--- src/rtl/audio_pkg.sv ---
// Shared audio constants (sample width, I2S slot and divider defaults) and the I2S FSM state type.
package audio_pkg;

  localparam int unsigned AudioWidth  = 16;
  localparam int unsigned I2sSlotBits = 32;
  localparam int unsigned I2sClkDiv   = 4;

  typedef enum logic {
    IDLE,
    RUN
  } i2s_state_t;

endpackage

--- src/rtl/sync_2ff.sv ---
// Generic two-flop synchronizer for a single asynchronous pin input.
module sync_2ff (
  input  logic clk,
  input  logic reset,
  input  logic d,
  output logic q
);

  logic meta_q;
  logic sync_q;

  always_ff @(posedge clk) begin
    if (reset) begin
      meta_q <= 1'b0;
      sync_q <= 1'b0;
    end else begin
      meta_q <= d;
      sync_q <= meta_q;
    end
  end

  assign q = sync_q;

endmodule

--- src/rtl/i2s_rx.sv ---
// I2S master receiver: drives sck/ws, deserializes the selected channel slot MSB-first and
// presents each completed word on line_out with a one-cycle valid strobe.
module i2s_rx
  import audio_pkg::*;
#(
  parameter int unsigned WIDTH     = AudioWidth,
  parameter int unsigned SLOT_BITS = I2sSlotBits,
  parameter int unsigned CLK_DIV   = I2sClkDiv,
  parameter int unsigned CHANNEL   = 0
) (
  input  logic                    clk,
  input  logic                    reset,
  input  logic                    enable,
  input  logic                    sd,
  output logic                    sck,
  output logic                    ws,
  output logic signed [WIDTH-1:0] line_out,
  output logic                    valid
);

  localparam int unsigned DcW = $clog2(CLK_DIV);
  localparam int unsigned BcW = $clog2(2 * SLOT_BITS);

  localparam logic [DcW-1:0] DivLast   = DcW'(CLK_DIV - 1);
  localparam logic [BcW-1:0] BitLast   = BcW'(2 * SLOT_BITS - 1);
  localparam logic [BcW-1:0] SlotBitsC = BcW'(SLOT_BITS);
  localparam logic [BcW-1:0] WidthC    = BcW'(WIDTH);
  localparam logic           ChanC     = (CHANNEL != 0);

  i2s_state_t state_q, state_d;

  logic [DcW-1:0]          div_q, div_d;
  logic [BcW-1:0]          bit_q, bit_d;
  logic                    sck_q, sck_d;
  logic                    ws_q, ws_d;
  logic [WIDTH-1:0]        shift_q, shift_d;
  logic signed [WIDTH-1:0] line_q, line_d;
  logic                    valid_q, valid_d;

  logic           sd_sync;
  logic           slot_hi;
  logic [BcW-1:0] slot_pos;
  logic           rise;
  logic           capture;

  sync_2ff u_sd_sync (
    .clk  (clk),
    .reset(reset),
    .d    (sd),
    .q    (sd_sync)
  );

  assign slot_hi  = (bit_q >= SlotBitsC);
  assign slot_pos = slot_hi ? (bit_q - SlotBitsC) : bit_q;
  // sck toggles as div wraps to 0, so the first high cycle is sck=1 with div=0.
  assign rise     = sck_q && (div_q == '0);
  // Position 0 holds the previous word's trailing bit; positions beyond WIDTH are truncated.
  assign capture  = rise && (slot_hi == ChanC) && (slot_pos != '0) && (slot_pos <= WidthC);

  always_comb begin
    state_d = state_q;
    div_d   = div_q;
    bit_d   = bit_q;
    sck_d   = sck_q;
    ws_d    = ws_q;
    shift_d = shift_q;
    line_d  = line_q;
    valid_d = 1'b0;

    unique case (state_q)
      IDLE: begin
        div_d   = '0;
        bit_d   = '0;
        sck_d   = 1'b0;
        ws_d    = 1'b0;
        shift_d = '0;
        if (enable) begin
          state_d = RUN;
        end
      end
      RUN: begin
        if (!enable) begin
          // Abort: park the pins and drop any partial word; line_out keeps its value.
          state_d = IDLE;
          div_d   = '0;
          bit_d   = '0;
          sck_d   = 1'b0;
          ws_d    = 1'b0;
          shift_d = '0;
        end else begin
          if (div_q == DivLast) begin
            div_d = '0;
            sck_d = ~sck_q;
            if (sck_q) begin
              bit_d = (bit_q == BitLast) ? '0 : bit_q + 1'b1;
              ws_d  = (bit_d >= SlotBitsC);
            end
          end else begin
            div_d = div_q + 1'b1;
          end

          if (capture) begin
            shift_d = {shift_q[WIDTH-2:0], sd_sync};
            if (slot_pos == WidthC) begin
              line_d  = shift_d;
              valid_d = 1'b1;
            end
          end
        end
      end
      default: state_d = IDLE;
    endcase
  end

  always_ff @(posedge clk) begin
    if (reset) begin
      state_q <= IDLE;
      div_q   <= '0;
      bit_q   <= '0;
      sck_q   <= 1'b0;
      ws_q    <= 1'b0;
      shift_q <= '0;
      line_q  <= '0;
      valid_q <= 1'b0;
    end else begin
      state_q <= state_d;
      div_q   <= div_d;
      bit_q   <= bit_d;
      sck_q   <= sck_d;
      ws_q    <= ws_d;
      shift_q <= shift_d;
      line_q  <= line_d;
      valid_q <= valid_d;
    end
  end

  assign sck      = sck_q;
  assign ws       = ws_q;
  assign line_out = line_q;
  assign valid    = valid_q;

endmodule
--- config.mk ---
export PLATFORM = sky130hd
export DESIGN_NAME = i2s_rx
export DESIGN_NICKNAME = d
export VERILOG_FILES = /design/src/rtl/audio_pkg.sv /design/src/rtl/sync_2ff.sv /design/src/rtl/i2s_rx.sv
export SDC_FILE = /design/constraint.sdc
export NUM_CORES = 1
export LEC_CHECK = 0
export CAP_MARGIN = 20
export CORE_UTILIZATION = 48
export CTS_CLUSTER_SIZE = 40
export DETAILED_ROUTE_END_ITERATION = 6
export PLACE_DENSITY = 0.74
export SYNTH_ARGS = -nofsm -noshare
export SYNTH_HDL_FRONTEND = slang
export SYNTH_HIERARCHICAL = 1
export SYNTH_SLANG_ARGS = --single-unit
--- constraint.sdc ---
create_clock -name clk -period 1.69 [get_ports clk]
set_input_delay 0.507 -clock clk [delete_from_list [all_inputs] [get_ports clk]]
set_output_delay 0.507 -clock clk [all_outputs]
set_load 0.01 [all_outputs]
==> results of run 1 <==
-- power by group through the flow --
stage | registers, mW | logic [mW] | clock network (mW)
after floorplan | 1.09 | 0.0167 | 0
after global placement | 1.09 | 0.0292 | 0
after detailed placement | 1.09 | 0.0310 | 0
after CTS | 1.07 | 0.0323 | 0.645
after global routing | 1.07 | 0.0362 | 0.705
final | 1.07 | 0.0335 | 0.639
-- cell type report --
type	instances	area (um2)
fill	297	1150
sequential	45	907
multi-input combinational	112	803
timing repair buffer	41	407
tap	46	57.6
clock buffer	5	37.5
clock inverter	2	35.0
inverter	6	22.5
-- state kept, by name, indices dropped and copies added, names as in the netlist --
name	cells
line_out	16
valid	1
sck	1
state_q	1
ws	1
bit_q	6
u_sd_sync/meta_q	1
div_q	2
shift_q	15
u_sd_sync/q	1
-- what timing repair did --
action	in CTS	in global routing
buffers inserted	6	0
hold buffers	0	0
pin swaps	2	10
resized for setup	32	11
cloned	1	1
endpoints found under the setup margin	35	23
-- layer usage --
layer  GRT usage, %  wire length (um)  up-vias  share of wire, %
li1               -                 -      651                 -
met1           20.5              1490      627                42
met2           36.3              1820       25                51
met3           5.70               126       10               3.6
met4           9.01               106        0               3.0
met5              0                 0        -                 0
-- worst paths after layout --
| check | end | slack [ns] |
|---|---|---|
| worst max-delay path | line_out[2] | -0.09 |
| worst min-delay path | u_sd_sync/q | 0.46 |
| worst max register to register | line_out[2] | -0.09 |
| worst min register to register | u_sd_sync/q | 0.46 |
-- cell usage after synthesis, types with 2 or more instances --
cell and count:
a21oi_1 4, a31oi_1 2, buf_6 2, clkbuf_1 3, dfxtp_1 45, ha_1 4
inv_1 6, mux2i_1 31, nand2_1 23, nand3_1 3, nor2_1 21, nor2b_1 3
o21ai_0 2, xnor2_1 3
-- worst register-to-register path, stage by stage (launching register included) --
cell     delay, ns
dfxtp_2       0.34
inv_2         0.06
ha_4          0.12
nor3b_4       0.18
or4b_4        0.56
buf_8         0.18
mux2i_1       0.15
nor2_1        0.07
-- cell families after synthesis --
family / share of synthesized area (%)
simple gates: 17.0
flops: 51.7
mux: 17.8
buf+inv: 5.32
compound gates: 3.81
fa+ha+maj: 2.87
xor+xnor: 1.51
-- through the flow --
step | TNS (ns) | hold WS [ns] | area, um2 | util [%] | worst slack, ns
after floorplan | -0.232 | 0.414 | 1740 | - | -0.0258
after global placement | -8.35 | 0.426 | 2050 | 59.9 | -0.414
after detailed placement | -10.12 | 0.437 | 2050 | 59.9 | -0.477
after CTS | -0.489 | 0.464 | 2200 | 64.4 | -0.0589
after global routing | -1.68 | 0.456 | 2270 | 66.4 | -0.137
final | -0.899 | 0.461 | 2270 | 66.4 | -0.0896
==> results.sh, run 1 <==
export IMPL_status="complete, but fails checks"
export IMPL_violations="negative setup slack"
export IMPL_maxSlewHeadroom_pct=78.4
export IMPL_nets=219
export IMPL_grt_pass1_vias=1389
export IMPL_tightest_slew_ns=0.323
export IMPL_dr_pass1_iters=4
export IMPL_crit_path_end_kind="register"
export IMPL_avgSynthCellArea_um2=10.2
export IMPL_syn2layout_area_growth_pct=30.3
export IMPL_critical_path_slowest_cell="or4b_4"
export IMPL_slowest_delay_ns=0.56
export IMPL_layout_setup_ws_ns=-0.0896
export IMPL_drt_drc_violations_left=0
export IMPL_netlist_area_um2=1740
export IMPL_seq_area_frac_synth_pct=51.7
export IMPL_ys_warn_count=6
export IMPL_die_y_um=62.2
export IMPL_grt_use_total_pct=19.7
export IMPL_ant_nets=0
export IMPL_critPathLaunchType="register"
export IMPL_final_common_cell="dfxtp_1"
export IMPL_cts_tree="yes"
export IMPL_clkLatencyLatePin_ns=0.36
export IMPL_crit_cells=7
export IMPL_hold_viol_final=0
export IMPL_crit_start="bit_q[0]"
export IMPL_crit_path_cell_trace="inv_2 > ha_4 > nor3b_4 > or4b_4 > buf_8 > mux2i_1 > nor2_1"
export IMPL_drt_wirelength_per_cell_um=13.8
export IMPL_p_int_mw=1.38
export IMPL_clock_skew_ns=0.0131
export IMPL_hp_class="reg -> reg"
export IMPL_clkSlewWorstSetupHoldPaths_ns=0.13
export IMPL_htree_levels=2
export IMPL_p_total_mw=1.74
export IMPL_p_clk_share_pct=36.7
export IMPL_clk_path_buf_depth=2
export IMPL_power_frac_comb_pct=1.9
export IMPL_cp_arrival_ns=2.03
export IMPL_holdPathStages=1
export IMPL_p_sw_share_pct=20.6
export IMPL_cts_buffers=5
export IMPL_cpLargestDelayFamily="simple AND/OR/NAND/NOR gates"
export IMPL_synthTopCellsByArea="dfxtp_1, mux2i_1, nand2_1"
export IMPL_ys_async_sr_fraction_pct=0
export IMPL_crit_fanout=7
export IMPL_core_area_um2=3420
export IMPL_synth_top_area_cell="dfxtp_1"
export IMPL_antenna_found_initial=0
export IMPL_synth_top_area_share_pct=51.7
export IMPL_drv_cap=0
export IMPL_rows=21
export IMPL_place_inst=242
export IMPL_p_sw_mw=0.357
export IMPL_grt_max_degree=21
export IMPL_r2r_start="bit_q[0]"
export IMPL_netlist_instances=171
export IMPL_setup_viol=16
export IMPL_ys_ff_latch=45
export IMPL_r2r_cells=7
export IMPL_clock_sinks=45
export IMPL_drive_above_1_share_pct=20.9
export IMPL_fmax_ghz=0.562
export IMPL_start_util_pct=51.0
export IMPL_cts_root_buf="clkbuf_4"
export IMPL_worstPathRequired_ns=1.94
export IMPL_synth_nets=179
export IMPL_wl_um=3540
export IMPL_vias_per_cell=5.11
export IMPL_io_buffers=22
export IMPL_fin_crit_ns=1.78
export IMPL_hpwl_um=2260
export IMPL_drt_iter0_markers=67
export IMPL_min_from="u_sd_sync/meta_q"
export IMPL_synth_flop_cell="dfxtp_1"
export IMPL_grt_first_pass_wirelength_um=5970
export IMPL_pin_count=23
export IMPL_ys_types=33
export IMPL_vias=1313
export IMPL_place_congestion=0.749
export IMPL_critical_path_class="reg -> reg"
export IMPL_finalNonFillerCells=257
export IMPL_synth_edff_count=0
export IMPL_antenna_cells=0
export IMPL_ir_drop_uv=535
export IMPL_finalCritPeriodShare_pct=105
export IMPL_worst_path_buf_inv=2
export IMPL_seqPwrFrac_pct=61.3
export IMPL_p_leak_nw=1.02
export IMPL_rsz0062_at_grt="true"
export IMPL_die_x_um=62.2
export IMPL_grt_ovfl_total=0
export IMPL_die_area_um2=3870
export IMPL_layout_common_cells="dfxtp_1, mux2i_1, nand2_1"
export IMPL_power_density_nw_per_um2=766
export IMPL_finalMaxSlewViolations=0
(Power assumes the default switching activity.)
==> inputs of run 2 (changes only) <==
--- a/config.mk
+++ b/config.mk
@@ -12,5 +12,4 @@
 export PLACE_DENSITY = 0.74
 export SYNTH_ARGS = -nofsm -noshare
 export SYNTH_HDL_FRONTEND = slang
-export SYNTH_HIERARCHICAL = 1
 export SYNTH_SLANG_ARGS = --single-unit
==> results.sh, run 2 <==
export IMPL_status="complete, but fails checks"
export IMPL_violations="negative setup slack"
export IMPL_finalMaxSlewViolations=0
export IMPL_fmax_ghz=0.577
export IMPL_netlist_instances=169
export IMPL_synth_simple_gate_area_share_pct=17.0
export IMPL_hold_viol_final=0
export IMPL_crit_fanout=9
export IMPL_grt_ovfl_total=0
export IMPL_seq_area_frac_synth_pct=52.1
export IMPL_drt_iter0_markers=43
export IMPL_critical_path_class="reg -> reg"
export IMPL_maxSlewHeadroom_pct=85.0
export IMPL_core_area_um2=3390
export IMPL_worstPathRequired_ns=2.00
export IMPL_synth_top_family_by_area="multiplexers"
export IMPL_syn2layout_area_growth_pct=28.3
export IMPL_place_congestion=0.820
export IMPL_r2r_slack_ns=-0.04
export IMPL_vias_per_cell=5.10
export IMPL_cts_tree="yes"
export IMPL_ys_async_sr_fraction_pct=0
export IMPL_finalCritPeriodShare_pct=102
export IMPL_die_area_um2=3840
export IMPL_wl_um=3260
export IMPL_start_util_pct=51.0
export IMPL_grt_max_degree=21
export IMPL_synth_nets=177
export IMPL_dr_pass1_iters=4
export IMPL_muxShareOfSynthArea_pct=18.0
export IMPL_min_from="u_sd_sync.meta_q"
export IMPL_synth_adder_area_share_pct=2.90
export IMPL_crit_path_end_kind="register"
export IMPL_synth_top_area_cell="dfxtp_1"
export IMPL_drt_wirelength_per_cell_um=12.7
export IMPL_synthTopCellsByArea="dfxtp_1, mux2i_1, nand2_1"
export IMPL_cts_buffers=5
export IMPL_nets=217
export IMPL_die_y_um=62
export IMPL_power_density_nw_per_um2=743
export IMPL_synthMostInstantiatedCell="dfxtp_1"
export IMPL_hp_class="reg -> reg"
export IMPL_antenna_cells=0
export IMPL_antenna_found_initial=0
export IMPL_postCtsHoldBufs=0
export IMPL_synth_edff_count=0
export IMPL_fin_crit_ns=1.73
export IMPL_cts_root_buf="clkbuf_4"
export IMPL_ys_warn_count=0
export IMPL_grt_pass1_vias=1150
export IMPL_drive_above_1_share_pct=19.0
export IMPL_ys_ff_latch=45
export IMPL_r2r_cells=7
export IMPL_reg2reg_to="line_out[11]"
export IMPL_clkSlewWorstSetupHoldPaths_ns=0.13
export IMPL_ys_types=30
export IMPL_netlist_area_um2=1730
export IMPL_io_buffers=22
export IMPL_clock_skew_ns=0.0137
export IMPL_synth_common_cells="dfxtp_1, mux2i_1, nand2_1, nor2_1, inv_1"
export IMPL_synth_compound_area_share_pct=3.98
export IMPL_rows=21
export IMPL_synth_flop_cell="dfxtp_1"
export IMPL_vias=1306
export IMPL_rsz0062_at_grt="true"
export IMPL_yosys_area_share_xor_xnor_pct=1.52
export IMPL_holdPathStages=1
export IMPL_ant_nets=0
export IMPL_clock_sinks=45
export IMPL_pin_count=23
export IMPL_htree_levels=2
export IMPL_clk_path_buf_depth=2
export IMPL_holdPathEnd="u_sd_sync.q"
export IMPL_layout_common_cells="dfxtp_1, mux2i_1, nand2_1"
export IMPL_cp_arrival_ns=2.04
export IMPL_drv_cap=0
export IMPL_final_cell_area_um2=2220
export IMPL_ir_drop_uv=430
export IMPL_dpl_cell_area_um2=2090
export IMPL_clkLatencyLatePin_ns=0.37
export IMPL_final_common_cell="dfxtp_1"
export IMPL_layout_setup_ws_ns=-0.0417
export IMPL_setup_viol=13
export IMPL_grt_use_total_pct=18.1
export IMPL_p_leak_nw=0.988
export IMPL_die_x_um=62
export IMPL_avgSynthCellArea_um2=10.2
export IMPL_whs_ns=0.464
export IMPL_synth_top_area_share_pct=52.1
export IMPL_grt_first_pass_wirelength_um=4910
export IMPL_critPathLaunchType="register"
export IMPL_r2r_start="bit_q[0]"
export IMPL_tightest_slew_ns=0.224
export IMPL_hpwl_um=2210
export IMPL_drt_drc_violations_left=0
export IMPL_largest_reg_flops=16
run 2: cell types whose count changed after synthesis, sizes merged:
cell / previous run / this run
a21o: 1 / 0
a311oi: 1 / 2
buf: 4 / 3
inv: 6 / 5
nand3: 3 / 4
nand4: 1 / 0
o2111ai: 0 / 1
o211ai: 1 / 0
run 2: worst max path at each step:
| stage | to | slack (ns) | from |
|---|---|---|---|
| 3_3_place_gp | line_out[1] | -0.44 | enable |
| 2_1_floorplan | line_out[10] | -0.03 | bit_q[0] |
| 5_1_grt | line_out[8] | -0.10 | bit_q[0] |
| 3_5_place_dp | line_out[11] | -0.49 | enable |
| 4_1_cts | line_out[11] | -0.04 | bit_q[1] |
| 6_report | line_out[11] | -0.04 | bit_q[0] |
run 2: layer usage:
metal | wire length [um] | GRT usage, %
met4 | 52 | 9.21
met1 | 1410 | 20.5
met3 | 121 | 5.59
met2 | 1680 | 30.5
met5 | 0 | 0
run 2: what timing repair did:
item / in CTS / in global routing
resized for setup: 21 / 11
buffers inserted: 0 / 1
gates cloned: 0 / 1
endpoints found under the setup margin: 35 / 16
pin swaps: 0 / 2
run 2: area by class of cell:
cell class	instances	area (um2)
flip-flops and latches	45	903
clock buffers	6	51.3
clock inverters	2	13.8
fillers	273	1170
inverters	5	18.8
well taps	46	57.6
repair buffers	40	373
multi-input cells	112	800
run 2: kinds of logic (layout without fill, tap and decap cells):
logic type	Yosys count	after routing
DFF	45	45
buffers and inverters	12	53
muxes	31	31
AOI/OAI and AO/OA	11	11
adders and majority gates	4	4
and+or+nand+nor	63	63
xor gates and xnor gates	3	3
run 2: power by group:
group | internal, mW | switching (mW)
sequential | 1.06 | 0.00162
combinational | 0.0153 | 0.0173
clock | 0.203 | 0.346
total | 1.28 | 0.365
run 2: worst max-delay path, stage by stage, from the launching register on:
cell and delay, ns:
dfxtp_2 0.34, inv_2 0.06, ha_4 0.12, nor3b_4 0.17, or4b_4 0.53, buf_12 0.18, mux2i_4 0.18, nor2_1 0.10
run 2: per-stage QoR:
step | utilization (%) | std cells | total power, mW | worst slack (ns) | setup TNS [ns]
finish | 65.4 | 256 | 1.65 | -0.0417 | -0.247
global route | 65.4 | 256 | 1.71 | -0.104 | -1.42
CTS | 63.0 | 254 | 1.66 | -0.0446 | -0.138
detailed placement | 61.8 | 246 | 1.12 | -0.489 | -10.11
global placement | 61.8 | 246 | 1.12 | -0.438 | -8.88
floorplan | - | 169 | 1.11 | -0.0258 | -0.232
==> inputs of run 3 (changes only) <==
--- a/config.mk
+++ b/config.mk
@@ -6,10 +6,10 @@
 export NUM_CORES = 1
 export LEC_CHECK = 0
 export CAP_MARGIN = 20
-export CORE_UTILIZATION = 48
+export CORE_UTILIZATION = 40
 export CTS_CLUSTER_SIZE = 40
 export DETAILED_ROUTE_END_ITERATION = 6
-export PLACE_DENSITY = 0.74
+export SETUP_SLACK_MARGIN = 0.15
 export SYNTH_ARGS = -nofsm -noshare
 export SYNTH_HDL_FRONTEND = slang
 export SYNTH_SLANG_ARGS = --single-unit
==> results.sh, run 3 (synthesized netlist as in run 2, its figures left out) <==
export IMPL_die_x_um=67.7
export IMPL_start_util_pct=42.3
export IMPL_wl_um=3300
export IMPL_cts_root_buf="clkbuf_8"
export IMPL_violations="negative setup slack"
export IMPL_vias_per_cell=4.85
export IMPL_drt_iter0_markers=49
export IMPL_setup_viol=16
export IMPL_ant_nets=0
export IMPL_crit_path_end_kind="register"
export IMPL_critical_path_slowest_cell="or4b_4"
export IMPL_clock_skew_ns=0.00308
export IMPL_power_density_nw_per_um2=760
export IMPL_status="complete, but fails checks"
export IMPL_grt_use_total_pct=15.8
export IMPL_r2r_slack_ns=-0.03
export IMPL_syn2layout_area_growth_pct=33.5
export IMPL_ir_drop_uv=310
export IMPL_htree_levels=2
export IMPL_vias=1265
export IMPL_grt_ovfl_total=0
export IMPL_hold_viol_final=0
export IMPL_finalMaxSlewViolations=0
export IMPL_critPathLaunchType="register"
export IMPL_final_common_cell="dfxtp_1"
export IMPL_core_area_um2=4090
export IMPL_drt_wirelength_per_cell_um=12.6
export IMPL_hpwl_um=2260
export IMPL_hp_class="reg -> reg"
export IMPL_place_congestion=0.712
export IMPL_worst_path_buf_inv=2
export IMPL_maxSlewHeadroom_pct=82.5
export IMPL_p_leak_nw=1.04
export IMPL_rows=23
export IMPL_pin_count=23
export IMPL_die_area_um2=4590
export IMPL_grt_pass1_vias=1241
export IMPL_rsz0062_at_grt="true"
export IMPL_cts_buffers=5
export IMPL_drive_above_1_share_pct=20.9
export IMPL_clkSlewWorstSetupHoldPaths_ns=0.08
export IMPL_finalCritPeriodShare_pct=102
export IMPL_clkLatencyLatePin_ns=0.29
export IMPL_largest_reg_flops=16
export IMPL_grt_first_pass_wirelength_um=5310
export IMPL_layout_setup_ws_ns=-0.0312
export IMPL_p_total_mw=1.75
export IMPL_multi_input_area_um2=815
export IMPL_critical_path_class="reg -> reg"
export IMPL_cp_arrival_ns=1.90
export IMPL_layout_common_cells="dfxtp_1, mux2i_1, nand2_1"
export IMPL_postCtsHoldBufs=0
export IMPL_final_util_pct=56.5
export IMPL_io_buffers=22
export IMPL_nets=219
export IMPL_clock_sinks=45
export IMPL_fin_crit_ns=1.72
export IMPL_drt_drc_violations_left=0
export IMPL_register_area_um2=906
export IMPL_worstPathRequired_ns=1.87
export IMPL_cts_tree="yes"
export IMPL_antenna_found_initial=0
export IMPL_fill_cells=381
export IMPL_crit_fanout=7
export IMPL_grt_max_degree=20
export IMPL_drv_cap=0
export IMPL_slowest_delay_ns=0.56
export IMPL_crit_path_cell_trace="inv_2 > ha_4 > nor3b_4 > or4b_4 > buf_8 > mux2i_1 > nor2_1"
export IMPL_fmax_ghz=0.581
export IMPL_die_y_um=67.7
export IMPL_antenna_cells=0
export IMPL_tightest_slew_ns=0.262
export IMPL_clk_path_buf_depth=2
export IMPL_cpLargestDelayFamily="simple AND/OR/NAND/NOR gates"
export IMPL_dr_pass1_iters=4
[run 3: stage by stage]
stage / hold WS [ns] / setup WS (ns) / setup TNS [ns] / area (um2) / instances
2_1_floorplan: 0.414 / -0.0258 / -0.232 / 1730 / 169
3_3_place_gp: 0.424 / -0.451 / -9.55 / 2080 / 249
3_5_place_dp: 0.431 / -0.495 / -11.20 / 2080 / 249
4_1_cts: 0.453 / -0.0340 / -0.346 / 2250 / 260
5_1_grt: 0.473 / -0.122 / -1.65 / 2310 / 261
6_report: 0.446 / -0.0312 / -0.277 / 2310 / 261
[run 3: report_power, final]
part	switching, mW	total [mW]	internal (mW)
sequential	0.00184	1.07	1.06
combinational	0.0180	0.0341	0.0161
clock	0.331	0.655	0.324
[run 3: path summary, 6_finish.rpt]
kind / start / endpoint / cells after the start
max: bit_q[0] / line_out[5] / 7
min: u_sd_sync.meta_q / u_sd_sync.q / 1
max reg2reg: bit_q[0] / line_out[5] / 7
min reg2reg: u_sd_sync.meta_q / u_sd_sync.q / 1
[run 3: timing repair]
| action | in CTS | in global routing |
|---|---|---|
| pin swaps | 5 | 7 |
| setup endpoints to repair | 53 | 36 |
| buffers inserted | 3 | 0 |
| resized for setup | 39 | 6 |
| endpoints found under the hold margin | 0 | 0 |
| gates cloned | 1 | 1 |
[run 3: worst reg2reg max path: cells and delay by family (launching register included)]
kind,cells,cell delay [ns]
buffers and inverters,2,0.24
and+or+nand+nor,3,0.78
muxes,1,0.15
adders and majority gates,1,0.12
DFF,1,0.33
[run 3: cell type report]
cell class | instances | area share, %
Sequential cell | 45 | 39.3
Multi-Input combinational cell | 112 | 35.3
Timing Repair Buffer | 42 | 18.2
Clock buffer | 7 | 3.74
Tap cell | 50 | 2.71
Inverter | 5 | 0.813
[run 3: layer usage]
| layer | wire (um) | GRT usage (%) |
|---|---|---|
| met1 | 1510 | 19.2 |
| met2 | 1650 | 25.1 |
| met3 | 82 | 3.55 |
| met4 | 56 | 9.31 |
| met5 | 0 | 0 |
